**src/rtl/decode_pkg.sv**
```systemverilog
// Shared types and constants for the Thumb-16 decoder: operand modes, ALU functions,
// branch condition codes and architectural register numbers.
package decode_pkg;

  typedef enum logic [1:0] {
    ModeNop    = 2'b00,
    ModeAluReg = 2'b01,
    ModeAluImm = 2'b10,
    ModeBranch = 2'b11
  } mode_e;

  typedef enum logic [2:0] {
    AluAdd = 3'b000,
    AluSub = 3'b001,
    AluAnd = 3'b010,
    AluOrr = 3'b011,
    AluEor = 3'b100,
    AluMov = 3'b101,
    AluMvn = 3'b110,
    AluCmp = 3'b111
  } alu_e;

  localparam logic [3:0] CondEq = 4'b0000;
  localparam logic [3:0] CondNe = 4'b0001;
  localparam logic [3:0] CondCs = 4'b0010;
  localparam logic [3:0] CondCc = 4'b0011;
  localparam logic [3:0] CondMi = 4'b0100;
  localparam logic [3:0] CondPl = 4'b0101;
  localparam logic [3:0] CondVs = 4'b0110;
  localparam logic [3:0] CondVc = 4'b0111;
  localparam logic [3:0] CondHi = 4'b1000;
  localparam logic [3:0] CondLs = 4'b1001;
  localparam logic [3:0] CondGe = 4'b1010;
  localparam logic [3:0] CondLt = 4'b1011;
  localparam logic [3:0] CondGt = 4'b1100;
  localparam logic [3:0] CondLe = 4'b1101;

  localparam logic [3:0] RegSp = 4'd13;
  localparam logic [3:0] RegPc = 4'd15;

endpackage

```
**src/rtl/decode_cond_check.sv**
```systemverilog
// Combinational ARM condition evaluation against APSR {N,Z,C,V}.
// Encodings 1110/1111 never pass, so they fall through to a NOP in the decoder.
module cond_check
  import decode_pkg::*;
(
  input  logic [3:0] cond,
  input  logic [3:0] apsr,
  output logic       pass
);

  logic n, z, c, v;

  assign n = apsr[3];
  assign z = apsr[2];
  assign c = apsr[1];
  assign v = apsr[0];

  always_comb begin
    pass = 1'b0;
    unique case (cond)
      CondEq:  pass = z;
      CondNe:  pass = !z;
      CondCs:  pass = c;
      CondCc:  pass = !c;
      CondMi:  pass = n;
      CondPl:  pass = !n;
      CondVs:  pass = v;
      CondVc:  pass = !v;
      CondHi:  pass = c && !z;
      CondLs:  pass = !c || z;
      CondGe:  pass = (n == v);
      CondLt:  pass = (n != v);
      CondGt:  pass = !z && (n == v);
      CondLe:  pass = z || (n != v);
      default: pass = 1'b0;
    endcase
  end

endmodule

```
**src/rtl/decode.sv**
```systemverilog
// Registered Thumb-16 decoder: one instruction per cycle to register addresses, extended
// immediate, operand mode and ALU function. Unsupported or condition-failed encodings give a NOP.
module decode
  import decode_pkg::*;
(
  input  logic        clk,
  input  logic        rst,
  input  logic [15:0] i_ir,
  input  logic [3:0]  i_apsr,
  output logic [3:0]  o_addrrn_r,
  output logic [3:0]  o_addrrd_r,
  output logic [3:0]  o_addrrt_r,
  output logic [31:0] o_imm_r,
  output logic [1:0]  o_mode_r,
  output logic [2:0]  o_alusel_r
);

  logic        cond_pass;
  logic [3:0]  rn_d, rd_d, rt_d;
  logic [31:0] imm_d;
  mode_e       mode_d;
  alu_e        alusel_d;
  alu_e        dp_alu;
  logic        dp_ok;

  cond_check u_cond_check (
    .cond (i_ir[11:8]),
    .apsr (i_apsr),
    .pass (cond_pass)
  );

  // Data-processing opcode table; anything not listed is rejected as a NOP.
  always_comb begin
    dp_ok  = 1'b1;
    dp_alu = AluAdd;
    case (i_ir[9:6])
      4'b0000: dp_alu = AluAnd;
      4'b0001: dp_alu = AluEor;
      4'b1100: dp_alu = AluOrr;
      4'b1010: dp_alu = AluCmp;
      4'b1111: dp_alu = AluMvn;
      default: dp_ok  = 1'b0;
    endcase
  end

  always_comb begin
    rn_d     = 4'd0;
    rd_d     = 4'd0;
    rt_d     = 4'd0;
    imm_d    = 32'd0;
    mode_d   = ModeNop;
    alusel_d = AluAdd;
    casez (i_ir)
      16'b0001_10??_????_????: begin
        mode_d   = ModeAluReg;
        rt_d     = {1'b0, i_ir[8:6]};
        rn_d     = {1'b0, i_ir[5:3]};
        rd_d     = {1'b0, i_ir[2:0]};
        alusel_d = i_ir[9] ? AluSub : AluAdd;
      end
      16'b0001_11??_????_????: begin
        mode_d   = ModeAluImm;
        imm_d    = {29'd0, i_ir[8:6]};
        rn_d     = {1'b0, i_ir[5:3]};
        rd_d     = {1'b0, i_ir[2:0]};
        alusel_d = i_ir[9] ? AluSub : AluAdd;
      end
      16'b001?_????_????_????: begin
        mode_d = ModeAluImm;
        rn_d   = {1'b0, i_ir[10:8]};
        rd_d   = {1'b0, i_ir[10:8]};
        imm_d  = {24'd0, i_ir[7:0]};
        unique case (i_ir[12:11])
          2'b00:   alusel_d = AluMov;
          2'b01:   alusel_d = AluCmp;
          2'b10:   alusel_d = AluAdd;
          default: alusel_d = AluSub;
        endcase
      end
      16'b0100_00??_????_????: begin
        if (dp_ok) begin
          mode_d   = ModeAluReg;
          rt_d     = {1'b0, i_ir[5:3]};
          rn_d     = {1'b0, i_ir[2:0]};
          rd_d     = {1'b0, i_ir[2:0]};
          alusel_d = dp_alu;
        end
      end
      16'b1011_0000_????_????: begin
        mode_d   = ModeAluImm;
        rn_d     = RegSp;
        rd_d     = RegSp;
        imm_d    = {23'd0, i_ir[6:0], 2'b00};
        alusel_d = i_ir[7] ? AluSub : AluAdd;
      end
      16'b1101_????_????_????: begin
        if (cond_pass) begin
          mode_d = ModeBranch;
          rn_d   = RegPc;
          rd_d   = RegPc;
          imm_d  = {{23{i_ir[7]}}, i_ir[7:0], 1'b0};
        end
      end
      16'b1110_0???_????_????: begin
        mode_d = ModeBranch;
        rn_d   = RegPc;
        rd_d   = RegPc;
        imm_d  = {{20{i_ir[10]}}, i_ir[10:0], 1'b0};
      end
      default: ;
    endcase
  end

  always_ff @(posedge clk) begin
    if (rst) begin
      o_addrrn_r <= 4'd0;
      o_addrrd_r <= 4'd0;
      o_addrrt_r <= 4'd0;
      o_imm_r    <= 32'd0;
      o_mode_r   <= ModeNop;
      o_alusel_r <= AluAdd;
    end else begin
      o_addrrn_r <= rn_d;
      o_addrrd_r <= rd_d;
      o_addrrt_r <= rt_d;
      o_imm_r    <= imm_d;
      o_mode_r   <= mode_d;
      o_alusel_r <= alusel_d;
    end
  end

endmodule

```
**config.mk**
```make
export PLATFORM = sky130hd
export DESIGN_NAME = decode
export DESIGN_NICKNAME = d
export VERILOG_FILES = /design/src/rtl/decode_pkg.sv /design/src/rtl/decode_cond_check.sv /design/src/rtl/decode.sv
export SDC_FILE = /design/constraint.sdc
export NUM_CORES = 1
export LEC_CHECK = 0
export CAP_MARGIN = 20
export CORE_MARGIN = 2
export CORE_UTILIZATION = 41
export DETAILED_ROUTE_END_ITERATION = 16
export GPL_ROUTABILITY_DRIVEN = 1
export GPL_TIMING_DRIVEN = 0
export PLACE_DENSITY = 0.8
export RECOVER_POWER = 50
export SYNTH_ARGS = -nofsm -noshare
export SYNTH_HDL_FRONTEND = slang
export SYNTH_SLANG_ARGS = --single-unit
```
**constraint.sdc**
```tcl
create_clock -name clk -period 1.62 [get_ports clk]
set_input_delay 0.324 -clock clk [delete_from_list [all_inputs] [get_ports clk]]
set_output_delay 0.324 -clock clk [all_outputs]
set_load 0.02 [all_outputs]
```
== Word-level counts from Yosys, hierarchy flattened ==
Index checks and enable logic that the tools add are counted.

* Register bits after elaboration: 49
* Latch bits: 0
* Bits in writable memories: 0
* ROM bits: 0
* Input bits: 22
* Output and inout port bits: 49
* Memories kept: 0

* Add/sub/neg operators: 0
* Multipliers: 0
* Div/mod/pow operators: 0
* Order comparisons: 0
* Equal/unequal tests: 28
* Shift-type cells: 0
* Mux-type cells: 19
* Bitwise logic cells: 0
* Reduce and logical (&&, ||, !) cells: 14

{| class="wikitable"
|+ Operators with widths
! kind !! count
|-
| $pmux 32 s5 || 1
|-
| $pmux 4 s6 || 2
|-
| $eq 4x4->1 const B || 10
|-
| $mux 32 || 1
|-
| $eq 4x3->1 const B || 4
|-
| $pmux 3 s5 || 1
|-
| $pmux 1 s14 || 1
|-
| $eq 6x3->1 const B || 2
|-
| $pmux 3 s4 || 1
|-
| $pmux 2 s5 || 1
|-
| $mux 3 || 3
|-
| $pmux 3 s3 || 1
|-
| $eq 4x1->1 const B || 2
|-
| $eq 4x2->1 const B || 2
|-
| $eq 8x8->1 const B || 1
|-
| $logic_not 4->1 || 2
|-
| $eq 6x5->1 const B || 1
|-
| $pmux 3 s2 || 1
|-
| $eq 5x5->1 const B || 1
|-
| $reduce_or 5->1 || 1
|-
| $logic_not 1->1 || 4
|-
| $mux 1 || 4
|-
| $mux 4 || 1
|-
| $eq 3x1->1 const B || 1
|-
| 10 further kinds || 12
|}

== Longest topological paths before layout ==
* Word-level depth: 5
* Gate-level depth with buffers: 8

== Cells and area by module ==
A second synthesis with hierarchy kept.

* Cells, all modules: 191
* Area, all modules: 1607.8 µm²

{| class="wikitable"
|+ By module, submodules not included
! module !! times used !! cells an instance !! area each (µm²) !! seq. area each (µm²)
|-
| decode || 1 || 175 || 1480.2 || 540.5
|-
| cond_check || 1 || 16 || 127.6 || 0.0
|}

== Worst setup path before layout ==
OpenSTA, ideal clock, no wires.

* Kind: input to register
* From: input i_ir[10]
* To: register o_addrrd_r[0]
* Arrival: 1.528 ns
* Path slack: -0.054 ns
* Stages: 7
* Cell sequence: buf_6 > clkbuf_1 > nor3b_1 > a31oi_1 > o32ai_2 > o31ai_4 > a41oi_1

* Cells in the longest elaborated chain, start to end: 4
* Elaborated cells on any way between the ends: 22

{| class="wikitable"
|+ Ends and longest elaborated chain
! what !! RTL line !! text
|-
| start: declaration || decode.sv:8 || <nowiki>input logic [15:0] i_ir,</nowiki>
|-
| $eq 4x4->1, or another cell as far along || decode_cond_check.sv:20 || <nowiki>unique case (cond)</nowiki>
|-
| $pmux 1 s14 || decode_cond_check.sv:20 ||
|-
| $mux 4 || decode.sv:97 || <nowiki>if (cond_pass) begin</nowiki>
|-
| $pmux 4 s6 * || decode.sv:53 || <nowiki>casez (i_ir)</nowiki>
|-
| end signal: assignment || decode.sv:124 || <nowiki>o_addrrd_r <= rd_d;</nowiki>
|-
| end: declaration || decode.sv:11 || <nowiki>output logic [3:0] o_addrrd_r,</nowiki>
|}

Every way passes the cells marked *; elsewhere a longest branch is shown, timed or not.
A chain may end at the register's enable or synchronous reset.

== Worst setup path in the final report ==
* From: register o_alusel_r[1]
* To: output o_alusel_r[1]

{| class="wikitable"
|+ RTL lines
! what !! RTL line !! text
|-
| start: declaration || decode.sv:15 || <nowiki>output logic [2:0] o_alusel_r</nowiki>
|-
| start signal: assignment || decode.sv:121 || <nowiki>o_alusel_r <= AluAdd;</nowiki>
|-
| start signal: assignment || decode.sv:128 || <nowiki>o_alusel_r <= alusel_d;</nowiki>
|}

No word-level cell between the ends.

==> results_dict.tcl <==
set metrics [dict create \
    run_status "finished clean" \
    drt-total-wl_um 6000 \
    synth.avg_cell_area_um2 8.92 \
    vias 2065 \
    core_area_um2 4660 \
    finalCritPeriodShare_pct 98.2 \
    synth_nets 240 \
    fp-row-count 25 \
    crit_type "flop to output port" \
    vias_per_cell 5.67 \
    path_clk_slew_ps 90 \
    drt_iter0_drc 280 \
    start_util_pct 41.7 \
    crit_path_end_kind "output port" \
    placed_area_um2 2670 \
    synth_edf_count 0 \
    finalNetCount 333 \
    seq_area_frac_synth_pct 27.8 \
    crit_fanout 1 \
    leakage_nw 1.19 \
    synth_area_leader_cell "dfxtp_1" \
    critPathLaunchType "flop" \
    grt_setup_unrepaired "yes" \
    min_path_type "primary input to flop" \
    power_mw 1.49 \
    fillCellCount 377 \
    critPathMaxStageDelay_ps 650 \
    power.density_nw_per_um2 480 \
    ys_top_cells_by_area "dfxtp_1 (28%), buf_4 (8.9%), buf_6 (5.2%)" \
    clk_path_buf_depth 2 \
    cap_violations 0 \
    area_delta_synth_final_pct 59.4 \
    final_area_um2 3100 \
    hold_buffers 0 \
    die_h_um 72.9 \
    slowest_stage "clkdlybuf4s50_1" \
    ys_warn_count 0 \
    crit_required_ps 1300 \
    htreeDepth 1 \
    cts.sinks 27 \
    met1_usage_pct 26.8 \
    drc 0 \
    vdd_drop_max_uv 396 \
    syn_inst 218 \
    use_met3_pct 2.90 \
    firstDrtPassIters 5 \
    port_buffers 65 \
    root_buffer "clkbuf_8" \
    grt_overflow_total 0 \
    whs_ps 371 \
    hpwl_um 3550 \
    async_flop_share_pct 0 \
    chipWidth_um 72.9 \
    ioPinCount 71 \
    grt_pass1_wl_um 8480 \
    netlist.area_leader.share_pct 27.8 \
    grt_pass1_vias 1699 \
    grtUsageTotal_pct 20.3 \
    min_period_ps 1590 \
    drive_gt1_share_pct 45.8 \
    diodes 0 \
    timing.final.hold_violations 0 \
    wl_per_cell_um 16.5 \
    cts_tree "done" \
    cts_buffers 3 \
    crit_family "buffers and inverters" \
    ys_ff_latch 27 \
    post-synth-top-count-cell "dfxtp_1" \
    busiest_layer "met2" \
    antenna_found_initial 0 \
    synth_area_um2 1950 \
    max_clock_freq_ghz 0.629 \
    grtUsageMet2_pct 35.1 \
    synth_cell_type_count 61 \
    fin_util_pct 66.5 \
    worstPathCellList "clkdlybuf4s50_1" \
    antenna_left 0 \
    setup_viol 0 \
    grt_max_degree 22 \
    die_area_um2 5310 \
    place_congestion 0.821 \
    drv_slew 0 \
    synth_commonest_cells "dfxtp_1 (27), buf_4 (23), nand2_1 (15)" \
    path_buf_inv 1 \
    ys.flop_type "dfxtp_1" \
    crit_arrival_ps 1270 \
]
[registers in the layout, summed over array words and instances, names as in the netlist]
signal	cells
o_mode_r	2
o_addrrt_r	3
o_alusel_r	3
o_imm_r	12
o_addrrn_r	3
o_addrrd_r	4
[cells in the final DEF, fill, tap and decap left out, types with 4 or more instances in the layout]
master	count
dfxtp_1	26
nand2_1	15
nand3_1	10
clkdlybuf4s50_1	32
o21ai_2	4
buf_4	44
clkbuf_4	18
clkbuf_2	6
a31oi_1	5
nor2_1	9
a41oi_1	4
o21ai_1	4
a21oi_1	8
o21ai_0	6
a22oi_1	11
o21bai_2	5
buf_6	11
nand2b_1	4
clkbuf_8	4
dlygate4sd2_1	5
[cells by family (layout without fill, tap and decap cells)]
logic type,after synthesis,count (layout),share of synthesized area [%]
muxes,3,3,1.61
other,1,1,0.193
xor gates and xnor gates,4,4,1.80
buffers and inverters,42,133,16.8
DFF,27,27,27.8
and+or+nand+nor,72,72,22.4
AOI/OAI and AO/OA,69,70,29.4
[cell type report]
class / instances / area [um2] / area share (%)
flip-flops and latches: 27 / 544 / 17.6
plain buffers: 39 / 363 / 11.7
repair buffers: 87 / 790 / 25.5
clock inverters: 1 / 5.00 / 0.161
well taps: 54 / 67.6 / 2.18
inverters: 3 / 11.3 / 0.363
multi-input cells: 150 / 1280 / 41.2
clock buffers: 3 / 41.3 / 1.33
[final timing paths]
kind	start	to	slack (ps)	cells past startpoint
worst max-delay path	o_alusel_r[1]	o_alusel_r[1]	30	1
worst min-delay path	i_ir[6]	o_imm_r[7]	370	3
[through the flow]
stage / instances / setup WS, ps / setup TNS [ps]
floorplan: 218 / 1.19 / 0
global placement: 337 / -723 / -20200
detailed placement: 337 / -734 / -21130
CTS: 348 / -38.2 / -210
global route: 364 / -24.8 / -51.6
finish: 364 / 29.0 / 0
[power breakdown]
group          total (mW)  internal (mW)  switching, mW  leakage [nW]
Combinational       0.440          0.210          0.230         0.949
Sequential          0.670          0.668        0.00189         0.219
Clock               0.379          0.173          0.206        0.0255
Total                1.49           1.05          0.438          1.19
[metal layers]
layer | vias up | part of all wire (%)
li1 | 966 | -
met1 | 955 | 39
met5 | - | 0
met3 | 23 | 6.8
met4 | 0 | 2.7
met2 | 121 | 52
[what timing repair did]
action | 4_1_cts | 5_1_grt
pin swaps | 16 | 14
buffers inserted | 6 | 14
setup endpoints to repair | 48 | 20
resized for setup | 72 | 41
cloned | 3 | 2
Power figures use the tool's default switching activity.
